<file path="config.mk">
export PLATFORM = sky130hd
export DESIGN_NAME = alu_seq
export DESIGN_NICKNAME = d
export VERILOG_FILES = /design/src/rtl/alu_seq.sv
export SDC_FILE = /design/constraint.sdc
export NUM_CORES = 1
export LEC_CHECK = 0
export ABC_AREA = 1
export ABC_CLOCK_PERIOD_IN_PS = 3700
export CORE_AREA = 2 2 222 224
export DETAILED_ROUTE_END_ITERATION = 10
export DIE_AREA = 0 0 224 226
export PLACE_DENSITY_LB_ADDON = 0.05
export SLEW_MARGIN = 20
export SYNTH_ARGS = -nofsm -noshare
export SYNTH_HDL_FRONTEND = slang
export SYNTH_SLANG_ARGS = --single-unit
</file>
<file path="constraint.sdc">
create_clock -name clk -period 3.7 [get_ports clk]
set_input_delay 0.37 -clock clk [delete_from_list [all_inputs] [get_ports clk]]
set_output_delay 0.37 -clock clk [all_outputs]
set_load 0.005 [all_outputs]
</file>
<file path="src/rtl/alu_seq.sv">
// rtl/alu_seq.sv - handshaked ALU with registered result and iterative MUL/DIVU
// Single-cycle ops finish at the accept edge; MUL and DIVU take one bit per cycle.

module alu_seq #(
  parameter  int WIDTH = 32,
  localparam int CNT_W = $clog2(WIDTH)
) (
  input  logic             clk,
  input  logic             reset,
  input  logic [WIDTH-1:0] src_a,
  input  logic [WIDTH-1:0] src_b,
  input  logic [2:0]       alu_control,
  input  logic             in_valid,
  output logic             in_ready,
  output logic [WIDTH-1:0] alu_result,
  output logic             zero,
  output logic             div_by_zero,
  output logic             out_valid,
  input  logic             out_ready
);

  typedef enum logic [1:0] {S_IDLE, S_MUL, S_DIV, S_DONE} state_t;

  state_t           state;
  logic [CNT_W-1:0] cnt;
  // MUL: op_a = shifted multiplicand, op_b = shifted multiplier, acc = product.
  // DIV: op_a = dividend shifting into quotient, op_b = divisor, acc = remainder.
  logic [WIDTH-1:0] op_a;
  logic [WIDTH-1:0] op_b;
  logic [WIDTH-1:0] acc;

  logic [WIDTH-1:0] single_res;
  logic [WIDTH-1:0] mul_acc_nxt;
  logic [WIDTH:0]   rem_sh;
  logic [WIDTH:0]   rem_sub;
  logic             rem_ge;
  logic [WIDTH-1:0] div_rem_nxt;
  logic [WIDTH-1:0] div_quo_nxt;
  logic             last_iter;

  always_comb begin
    single_res = '0;
    case (alu_control)
      3'b000:  single_res = src_a + src_b;
      3'b001:  single_res = src_b - src_a;
      3'b010:  single_res = src_a & src_b;
      3'b011:  single_res = src_a | src_b;
      3'b100:  single_res = src_a ^ src_b;
      3'b101:  single_res = {{(WIDTH-1){1'b0}}, (src_a < src_b)};
      default: single_res = '0;
    endcase

    mul_acc_nxt = acc + (op_b[0] ? op_a : '0);

    // Restoring step: bring in the next dividend bit, subtract if it fits.
    rem_sh      = {acc, op_a[WIDTH-1]};
    rem_sub     = rem_sh - {1'b0, op_b};
    rem_ge      = (rem_sh >= {1'b0, op_b});
    div_rem_nxt = rem_ge ? rem_sub[WIDTH-1:0] : rem_sh[WIDTH-1:0];
    div_quo_nxt = {op_a[WIDTH-2:0], rem_ge};

    last_iter   = (cnt == CNT_W'(WIDTH-1));
  end

  always_ff @(posedge clk) begin
    if (reset) begin
      state       <= S_IDLE;
      cnt         <= '0;
      op_a        <= '0;
      op_b        <= '0;
      acc         <= '0;
      alu_result  <= '0;
      zero        <= 1'b1;
      div_by_zero <= 1'b0;
      out_valid   <= 1'b0;
      in_ready    <= 1'b1;
    end else begin
      case (state)
        S_IDLE: begin
          if (in_valid) begin
            op_a     <= src_a;
            op_b     <= src_b;
            acc      <= '0;
            cnt      <= '0;
            in_ready <= 1'b0;
            if (alu_control == 3'b110) begin
              state <= S_MUL;
            end else if (alu_control == 3'b111 && src_b != '0) begin
              state <= S_DIV;
            end else if (alu_control == 3'b111) begin
              state       <= S_DONE;
              alu_result  <= '1;
              zero        <= 1'b0;
              div_by_zero <= 1'b1;
              out_valid   <= 1'b1;
            end else begin
              state       <= S_DONE;
              alu_result  <= single_res;
              zero        <= (single_res == '0);
              div_by_zero <= 1'b0;
              out_valid   <= 1'b1;
            end
          end
        end
        S_MUL: begin
          acc  <= mul_acc_nxt;
          op_a <= op_a << 1;
          op_b <= op_b >> 1;
          cnt  <= cnt + CNT_W'(1);
          if (last_iter) begin
            state       <= S_DONE;
            alu_result  <= mul_acc_nxt;
            zero        <= (mul_acc_nxt == '0);
            div_by_zero <= 1'b0;
            out_valid   <= 1'b1;
          end
        end
        S_DIV: begin
          acc  <= div_rem_nxt;
          op_a <= div_quo_nxt;
          cnt  <= cnt + CNT_W'(1);
          if (last_iter) begin
            state       <= S_DONE;
            alu_result  <= div_quo_nxt;
            zero        <= (div_quo_nxt == '0);
            div_by_zero <= 1'b0;
            out_valid   <= 1'b1;
          end
        end
        S_DONE: begin
          if (out_ready) begin
            state     <= S_IDLE;
            out_valid <= 1'b0;
            in_ready  <= 1'b1;
          end
        end
        default: begin
          state     <= S_IDLE;
          cnt       <= '0;
          out_valid <= 1'b0;
          in_ready  <= 1'b1;
        end
      endcase
    end
  end

endmodule
</file>
==> results.json, run 1 <==
{
  "clk_pin_slew_ns": 0.06,
  "skew_ns": 0.0126,
  "drt_first_pass_iters": 5,
  "cp.arrival_ns": 3.85,
  "grt.overflow.total": 0,
  "cp_cell_sequence": "clkdlybuf4s50_1, inv_2, ha_1, inv_1, fa_1, nand3_1, nand3_1, nand2_1, nand2_1, a21oi_1, o21ai_0, nand2_1, nand2_1, nor2_1, nand3_1, nor2_1, nand3_1, nand2_1, nand2_1, nand2_1",
  "vias_per_cell": 5.43,
  "ios": 107,
  "wl_per_cell_um": 21.6,
  "period_share_pct": 93.5,
  "grt_pass1_wl_mm": 131,
  "nNetsFinal": 3732,
  "yosysUniqueCellTypes": 54,
  "wl_mm": 88.8,
  "cts-root-buf": "clkbuf_16",
  "coreArea_um2": 48300,
  "hold_start": "cnt[4]$_SDFFE_PP0P_",
  "placement.io_buffers": 106,
  "required_ns": 4.09,
  "syn_to_final_growth_pct": 18.9,
  "maxCapViolCount": 0,
  "globalRouteTotalUtil_pct": 34.6,
  "critPathMaxFanout": 4,
  "yosysSeqAreaShare_pct": 15.3,
  "min_to": "cnt[4]$_SDFFE_PP0P_",
  "ys_async_sr_fraction_pct": 0,
  "start_kind": "input port",
  "dp_hpwl_mm": 74.2,
  "worst-setup-path-type": "in -> reg",
  "fmax_mhz": 289,
  "die_w_um": 224,
  "pwr_density_cell_nw_per_um2": 483,
  "yosysWarnings": 0,
  "antenna_found_initial": 0,
  "ant_nets": 0,
  "routed-via-count": 22400,
  "syn-mean-instance-area_um2": 5.54,
  "tightest_slew_ns": 1.07,
  "drt-initial-drc-count": 1732,
  "placedCellCount": 4086,
  "cts_hold_buf": 0,
  "setup_viol": 0,
  "hold_class": "reg -> reg",
  "remaining_drc_errors": 0,
  "crit_slowest_cell": "clkdlybuf4s50_1",
  "vdd_drop_max_uv": 398,
  "grt_pass1_vias": 21600,
  "fillers": 5375,
  "fin_tns_setup_ns": 0,
  "grt_max_degree": 77,
  "r2r_start": "op_a[0]$_SDFFE_PP0P_",
  "drive_above_1_share_pct": 8.13,
  "die-area_um2": 50600,
  "synth_area_um2": 18100,
  "synth-seq-cells": 139,
  "final-hold-violation-count": 0,
  "yosys.area.top_type": "nand2_1",
  "crit_top_cell": "nand2_1",
  "clock-sinks": 139,
  "chipHeight_um": 226,
  "hold_path_depth": 2,
  "cts_inserted_buffers": 17,
  "synth_fp_nets": 3524,
  "grt_setup_unrepaired": "no",
  "r2r_end": "zero$_SDFFE_PP1P_",
  "r2r_slack_ns": 0.26,
  "ys.flop_type": "dfxtp_1",
  "netlist_instances": 3275,
  "end_kind": "register",
  "cts_tree": "done",
  "synthTopCellsByArea": "nand2_1, dfxtp_1, ha_1",
  "critPathMaxStageDelay_ns": 0.53,
  "start_util_pct": 37.5,
  "diodes": 0,
  "cts_resized": 0,
  "rows": 81,
  "cts.htree.levels": 4,
  "post_cts_buffers": 0,
  "reg2regPathDepth": 22,
  "leakage_uw": 0.0112,
  "synth-edff-count": 0,
  "gp_congestion": 1.01,
  "clockBufferDepth": 2,
  "fin_cells": 4117,
  "period_needed_ns": 3.46,
  "clk_latency_ns": 0.45,
  "relSlewSlack_pct": 28.8,
  "status": "completed",
  "synth_top_area_share_pct": 22.3,
  "slew_violations": 0
}
## through the flow
| stage | hold WS (ns) | setup slack [ns] | power [µW] | instance area (µm²) | util (%) |
|---|---|---|---|---|---|
| after floorplan | 0.445 | 1.10 | 5890 | 18100 | - |
| after global placement | 0.456 | -0.347 | 8530 | 21000 | 43.4 |
| after detailed placement | 0.460 | -0.254 | 8530 | 21000 | 43.4 |
| after CTS | 0.471 | 0.207 | 10300 | 21600 | 44.6 |
| after global routing | 0.498 | 0.0434 | 11000 | 21600 | 44.6 |
| final | 0.467 | 0.239 | 10400 | 21600 | 44.6 |
## state kept, by name, indices dropped and copies added (netlist names)
register / cells
out_valid: 1
zero: 1
op_a: 32
div_by_zero: 1
state: 2
cnt: 5
alu_result: 32
in_ready: 1
acc: 32
op_b: 32
## worst max-delay path by stage
stage,startpoint,to,depth (start not counted)
3_3_place_gp,src_b[0],zero$_SDFFE_PP1P_,20
2_1_floorplan,op_b[0]$_SDFFE_PP0P_,zero$_SDFFE_PP1P_,22
5_1_grt,src_b[8],zero$_SDFFE_PP1P_,19
3_5_place_dp,src_b[0],zero$_SDFFE_PP1P_,20
6_report,src_b[0],zero$_SDFFE_PP1P_,20
4_1_cts,src_b[0],zero$_SDFFE_PP1P_,20
## worst max-delay path: cells and delay by family
family	cells	cell delay (ns)
AND/OR/NAND/NOR	13	1.59
buffers and inverters	3	0.89
AO/OA/AOI/OAI	2	0.27
adder cells (fa/ha/maj)	2	0.71
## cell usage after synthesis (all sizes together), types with 5 or more instances
cell and instances:
o21bai 13, xor2 12, inv 513, dfxtp 139, xnor2 18, nand3b 15, nor4 6, and3 5
nand4 45, o22ai 35, buf 61, nand3 282, or2 6, ha 174, clkbuf 57, a21o 5
nand2 1080, nor3 31, nor2 264, o21ai 175, and2 6, a31oi 71, o21a 7, a21oi 230
## cell type report
cell class,count,area (µm²),share of cell area [%]
sequential,139,2780,12.9
timing repair buffer,307,2590,12.0
tap,622,778,3.61
clock buffer,21,470,2.18
multi-input combinational,2502,12900,59.7
inverter,516,1940,8.99
clock inverter,10,118,0.546
## cells in the final DEF, fill, tap and decap left out, drive strengths merged, types with 2 or more instances in the layout
master and n:
a211oi 3, a21o 5, a21oi 230, a221oi 2
a31oi 71, and2 6, and3 5, buf 202
bufinv 2, clkbuf 21, clkdlybuf4s50 105, clkinv 7
clkinvlp 4, dfxtp 139, fa 4, ha 174
inv 513, nand2 1080, nand3 282, nand3b 15
nand4 45, nor2 264, nor3 31, nor4 6
o211ai 4, o21a 7, o21ai 175, o21bai 13
o221ai 3, o22ai 35, or2 6, xnor2 18
xor2 12
## layer usage
| layer | track usage, % | vias to the layer above | wire [µm] |
|---|---|---|---|
| li1 | - | 10900 | - |
| met1 | 44.1 | 10500 | 38200 |
| met2 | 59.5 | 797 | 41900 |
| met3 | 3.49 | 137 | 5030 |
| met4 | 14.4 | 0 | 3700 |
| met5 | 0 | - | 0 |
## kinds of logic (layout without fill, tap and decap cells)
logic type	count (synthesis)	in the layout	synth area share [%]
AND/OR/NAND/NOR	1741	1741	39.8
buffers and inverters	634	854	13.7
AO/OA/AOI/OAI	553	553	17.2
adder cells (fa/ha/maj)	178	178	12.4
flip-flops	139	139	15.3
XOR/XNOR	30	30	1.45
## power breakdown
group,switching [µW],internal [µW],total (µW)
Sequential,397,1910,2310
Clock,721,1040,1760
Combinational,4280,2060,6340
Total,5400,5010,10400
Note: power is estimated with default switching activity, not from simulation.
==> inputs of run 2 (changes only) <==
--- a/config.mk
+++ b/config.mk
@@ -8,8 +8,10 @@
 export ABC_AREA = 1
 export ABC_CLOCK_PERIOD_IN_PS = 3700
 export CORE_AREA = 2 2 222 224
+export CTS_CLUSTER_DIAMETER = 100
 export DETAILED_ROUTE_END_ITERATION = 10
 export DIE_AREA = 0 0 224 226
+export MAX_ROUTING_LAYER = met4
 export PLACE_DENSITY_LB_ADDON = 0.05
 export SLEW_MARGIN = 20
 export SYNTH_ARGS = -nofsm -noshare
==> run 2 against run 1 <==
Against the previous run:
- flip-flop and latch count unchanged
- largest power group unchanged
- sequential power about the same
- first-iteration DRC count increased by 15%
- clock power decreased by 9%
==> results.json, run 2 (same netlist as run 1, synthesis figures left out) <==
{
  "rows": 81,
  "die_w_um": 224,
  "pwr_density_cell_nw_per_um2": 478,
  "die-area_um2": 50600,
  "grt_pass1_wl_mm": 131,
  "critPathMaxStageDelay_ns": 0.52,
  "ios": 107,
  "start_kind": "input port",
  "drt_first_pass_iters": 6,
  "drt-initial-drc-count": 1991,
  "syn_to_final_growth_pct": 18.9,
  "leakage_uw": 0.0112,
  "mostFrequentLayoutCells": "nand2_1, inv_1, nand3_1",
  "grt_pass1_vias": 21600,
  "worst-setup-path-type": "in -> reg",
  "dpl_worst_slack_ns": -0.444,
  "cts_tree": "done",
  "clk_pin_slew_ns": 0.06,
  "vias_per_cell": 5.46,
  "post_cts_buffers": 0,
  "vdd_drop_max_uv": 387,
  "globalRouteTotalUtil_pct": 35.6,
  "period_needed_ns": 3.55,
  "nNetsFinal": 3738,
  "cp.arrival_ns": 3.93,
  "critPathMaxFanout": 4,
  "grt.overflow.total": 0,
  "status": "completed",
  "relSlewSlack_pct": 25.2,
  "critical-path-top-delay-family": "simple AND/OR/NAND/NOR gates",
  "routed-via-count": 22500,
  "final_core_util_pct": 44.6,
  "wl_mm": 88.8,
  "critPathBufInv": 3,
  "setup_viol": 0,
  "tightest_slew_ns": 1.12,
  "ant_nets": 0,
  "maxCapViolCount": 0,
  "whs_ns": 0.480,
  "fin_tns_setup_ns": 0,
  "cts_hold_buf": 0,
  "cp_cell_sequence": "clkdlybuf4s50_1, inv_2, ha_1, inv_1, fa_1, nand2_1, nand2_1, nand2_1, nand3_1, nand2_1, nand4_1, nand2_1, nor2_1, nor2_1, nand3_1, nor2_2, nand3_1, nand2_1, nand2_1, nand2_1",
  "final_common_cell": "nand2_1",
  "cts.htree.levels": 4,
  "slew_violations": 0,
  "required_ns": 4.09,
  "crit_slowest_cell": "clkdlybuf4s50_1",
  "period_share_pct": 95.8,
  "clock-sinks": 139,
  "gp_congestion": 0.989,
  "remaining_drc_errors": 0,
  "crit_top_cell": "nand2_1",
  "coreArea_um2": 48300,
  "drive_above_1_share_pct": 8.37,
  "cts-root-buf": "clkbuf_16",
  "dp_hpwl_mm": 74.4,
  "finalWorstSetupSlack_ns": 0.154,
  "final-seq-area_um2": 2780,
  "clockBufferDepth": 2,
  "diodes": 0,
  "multi_input_area_um2": 12900,
  "cts_inserted_buffers": 17,
  "grt_max_degree": 77,
  "fmax_mhz": 282,
  "grt_setup_unrepaired": "no",
  "fillers": 5426,
  "antenna_found_initial": 1,
  "hold_class": "reg -> reg",
  "placement.io_buffers": 106,
  "clk_latency_ns": 0.45,
  "skew_ns": 0.0142,
  "final-hold-violation-count": 0,
  "end_kind": "register",
  "start_util_pct": 37.5,
  "wl_per_cell_um": 21.5,
  "chipHeight_um": 226
}
run 2: path summary, 6_finish.rpt:
check / end / startpoint / cells after the start / slack [ns]
min reg2reg: cnt[4]$_SDFFE_PP0P_ / cnt[4]$_SDFFE_PP0P_ / 2 / 0.48
max: zero$_SDFFE_PP1P_ / src_b[0] / 20 / 0.15
min: cnt[4]$_SDFFE_PP0P_ / cnt[4]$_SDFFE_PP0P_ / 2 / 0.48
max reg2reg: acc[3]$_SDFFE_PP0P_ / acc[1]$_SDFFE_PP0P_ / 11 / 0.34
run 2: stage by stage:
step | instance area (µm²) | power (µW) | std cells
after floorplan | 18100 | 5890 | 3275
final | 21600 | 10300 | 4124
after CTS | 21500 | 10200 | 4124
after detailed placement | 21000 | 8570 | 4092
after global placement | 21000 | 8540 | 4092
after global routing | 21600 | 10900 | 4124
run 2: what timing repair did:
| action | 4_1_cts | 5_1_grt |
|---|---|---|
| resized for setup | 0 | 4 |
| setup endpoints to repair | 0 | 2 |
| hold endpoints to repair | 0 | 0 |
run 2: area by class of cell:
cell class / count / area share (%)
clock inverters: 12 / 0.418
well taps: 622 / 3.61
multi-input cells: 2502 / 59.8
inverters: 516 / 8.98
clock buffers: 20 / 2.07
repair buffers: 313 / 12.2
flip-flops and latches: 139 / 12.9
run 2: worst register-to-register path, delay by kind of cell (launching register included):
family,cells,cell delay [ns]
fa+ha+maj,1,0.36
compound gates,3,1.14
flops,1,0.52
buf+inv,1,0.34
simple gates,6,0.93
run 2: power breakdown:
group / switching (µW) / internal, µW
logic: 4300 / 2070
clock network: 733 / 878
registers: 413 / 1910
total: 5450 / 4860
run 2: per-layer routing:
metal / routed length (µm) / track usage, % / up-vias
li1: - / - / 10900
met1: 38300 / 44.5 / 10500
met2: 41300 / 59.2 / 893
met3: 5090 / 2.97 / 167
met4: 4060 / 15.2 / 0
met5: 0 / - / -
==> inputs of run 3 (changes only) <==
--- a/config.mk
+++ b/config.mk
@@ -12,7 +12,7 @@
 export DETAILED_ROUTE_END_ITERATION = 10
 export DIE_AREA = 0 0 224 226
 export MAX_ROUTING_LAYER = met4
-export PLACE_DENSITY_LB_ADDON = 0.05
+export PLACE_DENSITY = 0.62
 export SLEW_MARGIN = 20
 export SYNTH_ARGS = -nofsm -noshare
 export SYNTH_HDL_FRONTEND = slang
==> run 3 against run 2 <==
Against the previous run:
- worst setup slack better by 0.13 ns
- sequential share of layout area rose by 0.38 points
- global-route usage is 3.6 points lower
- largest power group unchanged
==> results.json, run 3 (same netlist as run 1, synthesis figures left out) <==
{
  "ios": 107,
  "grt_pass1_vias": 20700,
  "status": "completed",
  "skew_ns": 0.0110,
  "vdd_drop_max_uv": 378,
  "vias_per_cell": 5.43,
  "drive_above_1_share_pct": 5.92,
  "wl_per_cell_um": 19.6,
  "remaining_drc_errors": 0,
  "cts.htree.levels": 4,
  "drt-initial-drc-count": 2161,
  "grt_max_degree": 64,
  "placement.io_buffers": 106,
  "wl_mm": 79.3,
  "fillers": 5376,
  "grt_pass1_wl_mm": 120,
  "grt_setup_unrepaired": "no",
  "fin_tns_setup_ns": 0,
  "die-area_um2": 50600,
  "clk_pin_slew_ns": 0.07,
  "mostFrequentLayoutCells": "nand2_1, inv_1, nand3_1",
  "die_w_um": 224,
  "critPathMaxFanout": 28,
  "gp_congestion": 1.08,
  "grt.overflow.total": 0,
  "hold_class": "in -> reg",
  "antenna_found_initial": 0,
  "drt_first_pass_iters": 9,
  "end_kind": "register",
  "cp_cell_sequence": "buf_6, nand2_1, inv_1, fa_1, nand3_1, nand2_1, nand2_1, nand2_1, nand2_1, nand2_1, nand2_1, nand2_1, nand2_1, nor2_1, nand3_1, nor2_1, nand3_1, nand2_1, nand2_1, nand2_1, nand2_1, nand2_1",
  "routed-via-count": 21900,
  "relSlewSlack_pct": 28.2,
  "diodes": 0,
  "tightest_slew_ns": 1.07,
  "ant_nets": 0,
  "p_total_uw": 10200,
  "cts_tree": "done",
  "cts-root-buf": "clkbuf_16",
  "pwr_density_cell_nw_per_um2": 485,
  "clockBufferDepth": 2,
  "syn_to_final_growth_pct": 15.5,
  "clk_latency_ns": 0.45,
  "coreArea_um2": 48300,
  "fin_cells": 4035,
  "globalRouteTotalUtil_pct": 32.1,
  "critPathMaxStageDelay_ns": 0.47,
  "crit_slowest_cell": "dfxtp_1",
  "cts_resized": 0,
  "post_cts_buffers": 0,
  "critPathBufInv": 2,
  "slew_violations": 0,
  "cts_hold_buf": 0,
  "design_area_um2": 20900,
  "rows": 81,
  "final-hold-violation-count": 0,
  "final_core_util_pct": 43.3,
  "nNetsFinal": 3649,
  "chipHeight_um": 226,
  "setup_viol": 0,
  "required_ns": 4.10,
  "cp.arrival_ns": 3.82,
  "period_needed_ns": 3.42,
  "placed_cell_area_um2": 20300,
  "crit_top_cell": "nand2_1",
  "critical-path-top-delay-family": "simple AND/OR/NAND/NOR gates",
  "cts_inserted_buffers": 17,
  "fmax_mhz": 292,
  "dp_hpwl_mm": 65.6,
  "start_util_pct": 37.5,
  "period_share_pct": 92.4,
  "leakage_uw": 0.0108,
  "clock-sinks": 139,
  "worst-setup-path-type": "reg -> reg",
  "start_kind": "register",
  "maxCapViolCount": 0,
  "placedCellCount": 4003,
  "final_common_cell": "nand2_1"
}
## run 3: final cells by class
class,instances,area [µm²],area share (%)
inverter,516,1940,9.25
clock inverter,14,159,0.759
clock buffer,18,439,2.10
timing repair buffer,224,1960,9.37
sequential,139,2780,13.3
multi-input combinational,2502,12900,61.5
tap,622,778,3.72
## run 3: final timing paths
| check | startpoint | endpoint | slack, ns | depth (start not counted) |
|---|---|---|---|---|
| max reg2reg | op_b[0]$_SDFFE_PP0P_ | zero$_SDFFE_PP1P_ | 0.28 | 22 |
| min | reset | acc[15]$_SDFFE_PP0P_ | 0.32 | 2 |
| min reg2reg | cnt[4]$_SDFFE_PP0P_ | cnt[4]$_SDFFE_PP0P_ | 0.47 | 2 |
| max | op_b[0]$_SDFFE_PP0P_ | zero$_SDFFE_PP1P_ | 0.28 | 22 |
## run 3: per-layer routing
layer | vias to the layer above | GRT usage [%] | part of all wire [%]
met5 | - | - | 0
met4 | 0 | 15.4 | 5.3
met3 | 176 | 2.62 | 6.5
met2 | 940 | 52.2 | 46
met1 | 10000 | 40.2 | 42
li1 | 10800 | - | -
## run 3: stage by stage
| step | worst slack (ns) | hold WS [ns] |
|---|---|---|
| 2_1_floorplan | 1.10 | 0.445 |
| 3_3_place_gp | -0.0363 | 0.457 |
| 3_5_place_dp | 0.00700 | 0.464 |
| 4_1_cts | 0.346 | 0.327 |
| 5_1_grt | 0.0983 | 0.346 |
| 6_report | 0.280 | 0.323 |
## run 3: where the power goes
part | switching [µW] | leakage [µW] | internal [µW]
clock network | 765 | 0.000282 | 1020
registers | 389 | 0.00114 | 1910
logic | 4100 | 0.00934 | 1960
## run 3: worst reg2reg max path: stages (launching register included)
cell     delay [ns]
dfxtp_1        0.47
buf_6          0.28
nand2_1        0.11
inv_1          0.13
fa_1           0.36
nand3_1        0.14
nand2_1        0.14
nand2_1        0.06
nand2_1        0.19
nand2_1        0.11
nand2_1        0.16
nand2_1        0.09
nand2_1        0.07
nand2_1        0.05
nor2_1         0.25
nand3_1        0.15
nor2_1         0.12
nand3_1        0.14
nand2_1        0.12
nand2_1        0.07
nand2_1        0.09
nand2_1        0.05
nand2_1        0.05
